===== src/rtl/pcie_cfg_access_arbiter.sv =====
// Round-robin arbiter sharing the host cfg-space access port among NUM_REQ requesters.
// Define CFG_ARB_FIXED_PRIO_EN for fixed lowest-index-wins priority instead.
module pcie_cfg_access_arbiter #(
  parameter int NUM_REQ        = 4,
  parameter int TIMEOUT_CYCLES = 1024
) (
  input  logic                 clk,
  input  logic                 rst_n,
  input  logic [NUM_REQ-1:0]   req_valid,
  output logic [NUM_REQ-1:0]   req_ready,
  input  logic [NUM_REQ-1:0]   req_write,
  input  logic [NUM_REQ*32-1:0] req_addr,
  input  logic [NUM_REQ*32-1:0] req_wdata,
  output logic [NUM_REQ-1:0]   rsp_valid,
  output logic [31:0]          rsp_rdata,
  output logic                 rsp_err,
  output logic                 cfg_req,
  output logic                 cfg_write,
  output logic [31:0]          cfg_addr,
  output logic [31:0]          cfg_wdata,
  input  logic                 cfg_ack,
  input  logic [31:0]          cfg_rdata,
  output logic                 busy
);

  localparam int IW = $clog2(NUM_REQ);
  localparam int CW = $clog2(TIMEOUT_CYCLES) + 1;

  typedef enum logic [1:0] {
    S_IDLE,
    S_WAIT,
    S_RESP
  } state_t;

  state_t        r_state;
  state_t        w_nstate;
  logic [IW-1:0] r_gnt;
  logic [IW-1:0] w_gnt;
  logic          w_any;
  logic          r_write;
  logic [31:0]   r_addr;
  logic [31:0]   r_wdata;
  logic [31:0]   r_rdata;
  logic          r_err;
  logic [CW-1:0] r_cnt;
  logic          w_tmo;

`ifdef CFG_ARB_FIXED_PRIO_EN
  always_comb begin
    w_any = 1'b0;
    w_gnt = '0;
    for (int k = NUM_REQ - 1; k >= 0; k--) begin
      if (req_valid[k]) begin
        w_any = 1'b1;
        w_gnt = IW'(k);
      end
    end
  end
`else
  logic [IW-1:0] r_ptr;
  logic [IW-1:0] w_j;

  // Search upward from r_ptr+1, wrapping at NUM_REQ-1.
  always_comb begin
    w_any = 1'b0;
    w_gnt = '0;
    w_j   = r_ptr;
    for (int k = 0; k < NUM_REQ; k++) begin
      w_j = (w_j == IW'(NUM_REQ - 1)) ? '0 : w_j + IW'(1);
      if (!w_any && req_valid[w_j]) begin
        w_any = 1'b1;
        w_gnt = w_j;
      end
    end
  end

  always_ff @(posedge clk or negedge rst_n) begin
    if (!rst_n) begin
      r_ptr <= IW'(NUM_REQ - 1);
    end else if (r_state == S_IDLE && w_any) begin
      r_ptr <= w_gnt;
    end
  end
`endif

  assign w_tmo = (r_cnt == CW'(TIMEOUT_CYCLES - 1));

  always_comb begin
    w_nstate  = r_state;
    req_ready = '0;
    unique case (r_state)
      S_IDLE: begin
        if (w_any) begin
          req_ready = NUM_REQ'(1) << w_gnt;
          w_nstate  = S_WAIT;
        end
      end
      S_WAIT: begin
        if (cfg_ack || w_tmo) w_nstate = S_RESP;
      end
      S_RESP:  w_nstate = S_IDLE;
      default: w_nstate = S_IDLE;
    endcase
  end

  always_ff @(posedge clk or negedge rst_n) begin
    if (!rst_n) begin
      r_state <= S_IDLE;
      r_gnt   <= '0;
      r_write <= 1'b0;
      r_addr  <= '0;
      r_wdata <= '0;
      r_rdata <= '0;
      r_err   <= 1'b0;
      r_cnt   <= '0;
    end else begin
      r_state <= w_nstate;
      unique case (r_state)
        S_IDLE: begin
          if (w_any) begin
            r_gnt   <= w_gnt;
            r_write <= req_write[w_gnt];
            r_addr  <= req_addr[32*w_gnt +: 32];
            r_wdata <= req_wdata[32*w_gnt +: 32];
            r_cnt   <= '0;
          end
        end
        S_WAIT: begin
          r_cnt <= r_cnt + CW'(1);
          // Ack on the last allowed cycle still wins over the timeout.
          if (cfg_ack) begin
            r_rdata <= r_write ? '0 : cfg_rdata;
            r_err   <= 1'b0;
          end else if (w_tmo) begin
            r_rdata <= '1;
            r_err   <= 1'b1;
          end
        end
        S_RESP: begin
          r_cnt   <= '0;
          r_rdata <= '0;
          r_err   <= 1'b0;
        end
        default: ;
      endcase
    end
  end

  assign busy      = (r_state != S_IDLE);
  assign cfg_req   = (r_state == S_WAIT);
  assign cfg_write = r_write;
  assign cfg_addr  = r_addr;
  assign cfg_wdata = r_wdata;
  assign rsp_valid = (r_state == S_RESP) ? (NUM_REQ'(1) << r_gnt) : '0;
  assign rsp_rdata = (r_state == S_RESP) ? r_rdata : '0;
  assign rsp_err   = (r_state == S_RESP) ? r_err : 1'b0;

endmodule

===== config.mk =====
export PLATFORM = sky130hd
export DESIGN_NAME = pcie_cfg_access_arbiter
export DESIGN_NICKNAME = d
export VERILOG_FILES = /design/src/rtl/pcie_cfg_access_arbiter.sv
export SDC_FILE = /design/constraint.sdc
export NUM_CORES = 1
export LEC_CHECK = 0
export CORE_UTILIZATION = 30
export CTS_CLUSTER_SIZE = 12
export DETAILED_ROUTE_END_ITERATION = 10
export GPL_TIMING_DRIVEN = 0
export PLACE_DENSITY = 0.76
export REMOVE_ABC_BUFFERS = 1
export SLEW_MARGIN = 40
export SYNTH_ARGS = -nofsm -noshare
export SYNTH_HDL_FRONTEND = slang
export SYNTH_SLANG_ARGS = --single-unit

===== constraint.sdc =====
create_clock -name clk -period 3.1 [get_ports clk]
set_input_delay 0.465 -clock clk [delete_from_list [all_inputs] [get_ports clk]]
set_output_delay 0.465 -clock clk [all_outputs]
set_load 0.01 [all_outputs]

* After elaboration in Yosys (flattened, before gate mapping) *
Index checks and enable logic that the tools add are counted.

cells by class
  muxes and demuxes = 39
  reductions and logical operators = 16
  order comparisons = 5
  shift-type cells = 4
  $add $sub $neg = 5
  equal/unequal tests = 10

operators with widths
  kind                                                                      count
  128-bit by 8-bit indexed part select with 32-bit output                   2
  32-bit two-way mux                                                        4
  32-bit one-hot mux with 2 select lines                                    1
  11-bit one-hot mux with 3 select lines                                    1
  2-bit two-way mux                                                         10
  2-bit by 3-bit < comparator with 1-bit output (second input constant)     5
  1-bit two-way mux                                                         12
  4-bit two-way mux                                                         3
  11-bit by 1-bit adder with 11-bit output (second input constant)          1
  11-bit by 10-bit equality test with 1-bit output (second input constant)  1
  11-bit two-way mux                                                        1
  1-bit binary-select mux with 2-bit select                                 5
  2-bit equality test (second input constant)                               5
  2-bit by 1-bit adder with 2-bit output (second input constant)            4
  2-bit AND reduction                                                       4
  1-bit by 2-bit left shift with 4-bit output (first input constant)        2
  1-bit logical AND                                                         4
  2-bit one-hot mux with 2 select lines                                     1
  2-bit nonzero test                                                        2
  1-bit zero test                                                           3
  3-bit by 1-bit inequality test with 1-bit output (second input constant)  1
  3-bit nonzero test                                                        1
  2-bit by 1-bit equality test with 1-bit output (second input constant)    1
  2-bit zero test                                                           1
  4 further kinds                                                           4

storage, ports and cells
  register bits after elaboration = 115
  logic and storage cells = 88
  output and inout bits = 108

* Logic depth before layout (Yosys ltp) *
Gate-level depths: netlist (run 1).

  word-level depth = 17
  gate-level depth with buffers = 9
  gate-level depth less buffers = 7

* Worst setup path after synthesis (run 1) *
OpenSTA, ideal clock, no wires.

  path kind = reg2out
  start = register r_state[0]
  end = output port req_ready[0]
  setup slack = 0.847 ns
  cell stages (with the launch flop) = 8
  arrival time = 1.788 ns
  path through = dfrtp_1 -> inv_1 -> ha_1 -> inv_1 -> nor2_1 -> buf_2 -> clkbuf_1 -> and3_1

between the ends
  cells in the longest elaborated chain, start to end = 2

ends and longest elaborated chain
  element                   RTL line  RTL
  start: declaration        35        state_t r_state;
  start signal: assignment  117       r_state <= w_nstate;
  2-bit zero test           91        unique case (r_state)
  4-bit two-way mux         91
  end: declaration          10        output logic [NUM_REQ-1:0] req_ready,

No other way between the ends.

* Worst setup path in the final report (run 1) *
  start = register r_ptr[0]
  end = output port req_ready[0]

between the ends
  cells in the longest elaborated chain, start to end = 17

ends and longest elaborated chain
  element                                                                          RTL line  RTL
  start: declaration                                                               60        logic [IW-1:0] r_ptr;
  start signal: assignment                                                         79        r_ptr <= IW'(NUM_REQ - 1);
  start signal: assignment                                                         81        r_ptr <= w_gnt;
  2-bit by 1-bit adder with 2-bit output or 2-bit equality test (tied branches)    69        w_j = (w_j == IW'(NUM_REQ - 1)) ? '0 : w_j + IW'(1);
  2-bit two-way mux (*)                                                            69
  branches (longest 13 deep; another with 2-bit by 1-bit adder with 2-bit output)  --
  4-bit two-way mux (*)                                                            93        if (w_any) begin
  4-bit two-way mux (*)                                                            91

Mark *: on every way between the ends. The select of a mux whose other input is x is not followed.

==> impl_results.md, run 1 <==
- FFs w/ async S/R, synth: 100%
- Vias in the first global route: 6783
- Via density: 4.88
- Post-Route WL: 25.5 mm
- Worst clock skew: 0.0119 ns
- Req. time, crit path: 2.63 ns
- Post-synthesis sequential area ratio: 39.8%
- EDFF count, synth: 0
- Clock transition at the registers of the reported paths: 0.06 ns
- Ant diodes: 0
- Global routing's busiest layer: met2
- Synth Register Bits: 115
- H-Tree Depth: 4
- Post-Syn Instances: 657
- Worst EP arrival: 2.55 ns
- Fin util: 53.1%
- Critical path endpoint category: output port
- Remaining Overflow, GRT: 0
- VDD IR max: 0.521 mV
- Inst Count DP: 1348
- Final-report setup violation count: 0
- GRT Overall Usage: 20.1%
- Vias: 6765
- Synth area leader: dfrtp_1
- Site row count: 56
- CTS buffer count: 17
- Max-slew violation count: 0
- Drt wl/cell: 18.4 µm
- Fin nets: 1360
- WS Path Type: flip-flop to output port
- Count of TritonRoute iterations in the first routing pass: 4
- Yosys warns: 0
- DRT antenna net count: 0
- DR iter-0 viols: 266
- Initial antenna violation count: 2
- Met1 GRT Util: 23.7%
- Max-cap violations: 0
- Die Y: 157 µm
- Met2 Usage GRT: 34.7%
- Status: finished clean
- CTS Sinks: 115
- Layout area overhead: 73.0%
- Worst Hold Class: flip-flop to flip-flop
- WHS Path Cells: 1
- CTS Buffer Depth: 2
- Non-filler cells, final: 1387
- Period minus WS final: 3.01 ns
- Top post-synthesis cells by area: dfrtp_1 39%, mux2i_1 18%, a221oi_2 12%, nor2_1 4.0%, a21o_1 3.5%
- Starting Density: 30.7%
- Multi-input logic area: 4040 µm²
- Fillers: 2129
- DIE WIDTH: 157 µm
- Root Buffer: clkbuf_16
- Residual DRC: 0
- Final HPWL DP: 19.5 mm
- Startpoint Class: flip-flop
- Least-Margin Pin Slew: 0.673 ns
- CP Max Fanout: 6
- Reg2Reg Depth: 10
- PortBufs: 406
- Global Route met3 Usage: 5.84%
- Largest net degree at the start of global routing: 65
- Worst skew pair latency: 0.41 ns
- Final worst-path cycle share: 97.1%
- Mean Syn Cell Area: 11.0 µm²
- Top_reg_cell synth: dfrtp_1
- Global-route wire length before repair: 37.8 mm
- P_leak: 0.00530 µW
- Post-Syn Area: 7230 µm²
- PD cells: 966 nW/µm²
- Fmax: 0.332 GHz
- Unique cell type count in the Yosys netlist: 42
- Final Hold Fails: 0
- Layout cells sized above 1: 13.3%
- Gpl congestion: 0.752
- Core area: 23500 µm²
- CTS tree: yes
- Reg2Reg Setup Slack: 0.15 ns
- RSZ-0062 raised after global routing: yes
- Slew margin rel.: 54.0%
- Synth top area share: 39.1%
- DIE AREA: 24700 µm²
- Setup TNS Final: 0 ns
- # IOs: 407
- Register Area: 2880 µm²
path summary, 6_finish.rpt:
path	startpoint	end
worst max-delay path	r_ptr[0]	req_ready[0]
worst min-delay path	r_rdata[21]	r_rdata[21]
worst max register to register	r_ptr[0]	cfg_addr[0]
worst min register to register	r_rdata[21]	r_rdata[21]
max in group asynchronous	rst_n	r_ptr[1]
min in group asynchronous	rst_n	r_rdata[17]
worst max-delay path, cell delays in order, from the launching register on:
cell and delay, ns:
dfstp_2 0.55, ha_2 0.26, nand2_1 0.08, a31o_2 0.27, o22ai_2 0.25, and3_1 0.19, clkdlybuf4s50_1 0.54
Yosys cell counts, types with 2 or more instances:
cell type and number:
a2111oi_0 2, a211oi_1 32, a21o_1 34, a21oi_1 3, a221oi_1 7, a221oi_2 58, and2_1 34, and3_1 4
buf_2 15, buf_4 6, buf_6 13, clkbuf_1 26, dfrtp_1 113, dfstp_2 2, ha_1 6, inv_1 6
mux2i_1 131, nand2_1 14, nand2b_1 33, nand3_1 4, nand4_1 3, nor2_1 77, nor2b_1 3, nor3_1 2
o21ai_0 5, xnor2_1 2, xor2_1 7
flip-flops by register name (all words and copies together), names as in the netlist:
name	count
cfg_addr	32
cfg_wdata	32
r_rdata	32
r_cnt	11
r_gnt	2
r_ptr	2
r_state	2
cfg_write	1
r_err	1
cell type report:
| class | count | share of cell area [%] |
|---|---|---|
| multi-input cells | 476 | 32.3 |
| clock buffers | 18 | 3.51 |
| clock inverters | 14 | 1.24 |
| repair buffers | 439 | 36.6 |
| flip-flops and latches | 115 | 23.0 |
| well taps | 319 | 3.19 |
| inverters | 6 | 0.180 |
cells by family after synthesis:
family	after synthesis	share of synthesized area [%]
AND/OR/NAND/NOR	179	12.5
AO/OA/AOI/OAI	151	22.0
multiplexers	131	18.1
flip-flops	115	39.8
buffers and inverters	66	5.35
XOR/XNOR	9	1.09
adder cells (fa/ha/maj)	6	1.04
placed cells by master, fill, tap and decap left out, types with 3 or more instances in the layout:
cell type        synthesis  layout
clkinvlp_4               0       5
ha_1                     6       4
a211oi_1                32      32
buf_8                    0      21
buf_16                   0       4
nor2_4                   0       3
nand3_1                  4       4
and3_1                   4       4
dfrtp_1                113     112
a221oi_2                58      58
o21ai_0                  5       4
a21oi_1                  3       3
nand4_1                  3       3
xor2_1                   7       7
clkbuf_16                0      17
a221oi_1                 7       7
inv_6                    0       3
a21o_1                  34      34
buf_4                    6       6
and2_1                  34      34
nor2b_1                  3       3
clkdlybuf4s50_1          0     403
nand2b_1                33      32
inv_1                    6       6
nor2_1                  77      75
clkinv_4                 0       3
nand2_1                 14      13
mux2i_1                131     131
power by group:
part | leakage [µW] | total [µW] | internal, µW | switching, µW
Combinational | 0.00368 | 7420 | 3860 | 3560
Sequential | 0.00134 | 2660 | 2240 | 423
Clock | 0.000276 | 1990 | 1210 | 775
through the flow:
stage	power, µW	setup slack [ns]	hold WS, ns	instance area (µm²)
global route	12800	-0.0183	0.482	12500
floorplan	6430	-8.82	0.169	6870
global placement	8380	-13.43	0.452	11300
detailed placement	10100	-0.339	0.415	11800
finish	12100	0.0896	0.469	12500
CTS	12200	0.0103	0.470	12500
layer usage:
metal	part of all wire, %	routed length [µm]
met1	40	10300
met2	51	13000
met3	6.7	1710
met4	2.1	548
met5	0.10	26
timing repair:
action | in CTS | in global routing
resized for setup | 4 | 3
pin swaps | 1 | 1
endpoints found under the hold margin | 39 | 0
setup endpoints to repair | 4 | 4
hold buffers | 1 | 0
gates cloned | 0 | 0
setup buffers | 1 | 5
Note: power is estimated with default switching activity, not from simulation.
==> run 2, diff against run 1 <==
--- a/config.mk
+++ b/config.mk
@@ -5,6 +5,7 @@
 export SDC_FILE = /design/constraint.sdc
 export NUM_CORES = 1
 export LEC_CHECK = 0
+export ABC_AREA = 0
 export CORE_UTILIZATION = 30
 export CTS_CLUSTER_SIZE = 12
 export DETAILED_ROUTE_END_ITERATION = 10
==> results of run 2 <==
No change in the layout: final DEF, timing and power equal those of run 1.
==> variant (config.mk and constraints of run 2) <==
Register the output `rsp_err`; this adds one clock of latency there. The other outputs are not delayed to match.
--- a/src/rtl/pcie_cfg_access_arbiter.sv
+++ b/src/rtl/pcie_cfg_access_arbiter.sv
@@ -154,5 +154,7 @@
   assign rsp_valid = (r_state == S_RESP) ? (NUM_REQ'(1) << r_gnt) : '0;
   assign rsp_rdata = (r_state == S_RESP) ? r_rdata : '0;
-  assign rsp_err   = (r_state == S_RESP) ? r_err : 1'b0;
+  always_ff @(posedge clk) begin
+    rsp_err <= (r_state == S_RESP) ? r_err : 1'b0;
+  end
 
 endmodule
Function: same outputs for any inputs over 4 cycles, from zero or initial values and one cycle with rst_n low; that may be too few to reach the edited logic, so the function may still have changed.
==> variant against run 2 <==
Worst setup slack improved by 140 ps; first-iteration DRC count increased by 48%; via count increased by 0.33%; total power increased by 4.3%; clock power increased by 6%; wire length increased by 0.91%; area after synthesis decreased by 3.5%; final area decreased by 2.2%; sequential cell count increased by 1; critical endpoint is now req_ready[3]; highest routed layer is now met4.
==> variant: results (changes against run 2) <==
Mapped Cells=666 (+1.4%); Hold WC Path Type=input pin to async pin; post-synthesis sequential area ratio=0.415 (+0.0171); share of cells above drive strength 1=0.106 (-0.0268); slowest stage delay, CP=400 ps (-150 ps); GR met2 Demand/Resource=0.382 (+0.0352); most frequent cells after synthesis=mux2i_1, dfrtp_1, nand2_1; CP max FO=15 (+9); period utilisation layout=0.924 (-0.0467); Placed Area=0.0115 sq mm (-3.1%); post-CTS setup buffer count=7 (+6); static leakage=5.14 nW (-2.9%); post-synth cell types=45 (+7.1%); M1 GR Usage=0.235 (-0.00152); hpwl dp=19.1 mm (-2.4%); Metal-1 WL=9.95 mm (-3.2%); met2 WL post-DR=13.3 mm (+2.5%); nets@finish=1366 (+0.44%); status=completed; uppermost layer routed=met4; Filler cells=2018 (-5.2%); Avg WL per Cell=18.9 um (+2.9%); Post-synth ARST share=0.991 (-0.00862); Int Pwr=7.79 mW (+6.5%); pre-CTS setup slack=-160 ps (+179 ps); Post-CTS Resized=11 (+7); VDD IR max=0.000826 V (+59%); global-route usage over all layers=0.212 (+0.0109); initial antenna violation count=1 (-1); Seq pwr share=0.217 (-0.004); placed insts=1316 (-2.4%); pin count of the biggest net entering global routing=68 (+4.6%); Routed WL=25.8 mm (+0.91%); Clock Skews=9.37 ps (-2.54 ps); dominant cells by area after synthesis=dfrtp_1, mux2i_1, o221ai_1
==> variant: changes by cell type in the layout (fill, tap and decap cells not counted), sizes merged, moves of 31 or more <==
cell / before / now
o221ai: 1 / 65
a21oi: 3 / 38
a221oi: 65 / 0
nor2: 78 / 18
a211oi: 32 / 1
mux2: 0 / 34
nand2: 14 / 81
==> variant: final timing paths <==
path	slack (ps)	start	cells past startpoint	to
max in group asynchronous	1850	rst_n	4	r_ptr[1]
min	410	rst_n	2	r_rdata[26]
min reg2reg	480	cfg_wdata[25]	2	cfg_wdata[25]
min in group clk	480	cfg_wdata[25]	2	cfg_wdata[25]
max	230	r_ptr[0]	9	req_ready[3]
max reg2reg	500	r_ptr[0]	11	cfg_wdata[9]
==> variant: per-stage QoR <==
stage / TNS [ps] / power (mW) / hold slack, ps
final: 0 / 12.6 / 414
after global placement: -1135720 / 8.43 / 452
after detailed placement: -1810 / 10.3 / 241
after global routing: 0 / 13.4 / 396
after floorplan: -499980 / 6.14 / 169
after CTS: 0 / 12.7 / 388
==> variant: kinds of logic after synthesis <==
family                     Yosys count  synth area share
AOI/OAI and AO/OA                  126             0.133
and+or+nand+nor                    188             0.136
xor gates and xnor gates             4           0.00502
buffers and inverters               62            0.0475
muxes                              164             0.253
DFF                                116             0.415
adders and majority gates            6            0.0108
==> variant: final cells by class <==
| class | instances | area [sq um] | share of cell area |
|---|---|---|---|
| Clock buffer | 19 | 453 | 0.0370 |
| Sequential cell | 116 | 2900 | 0.237 |
| Antenna cell | 1 | 2.50 | 0.000204 |
| Multi-Input combinational cell | 490 | 3850 | 0.315 |
| Timing Repair Buffer | 432 | 4490 | 0.367 |
| Inverter | 4 | 15.0 | 0.00123 |
| Clock inverter | 13 | 173 | 0.0141 |
| Tap cell | 285 | 357 | 0.0291 |
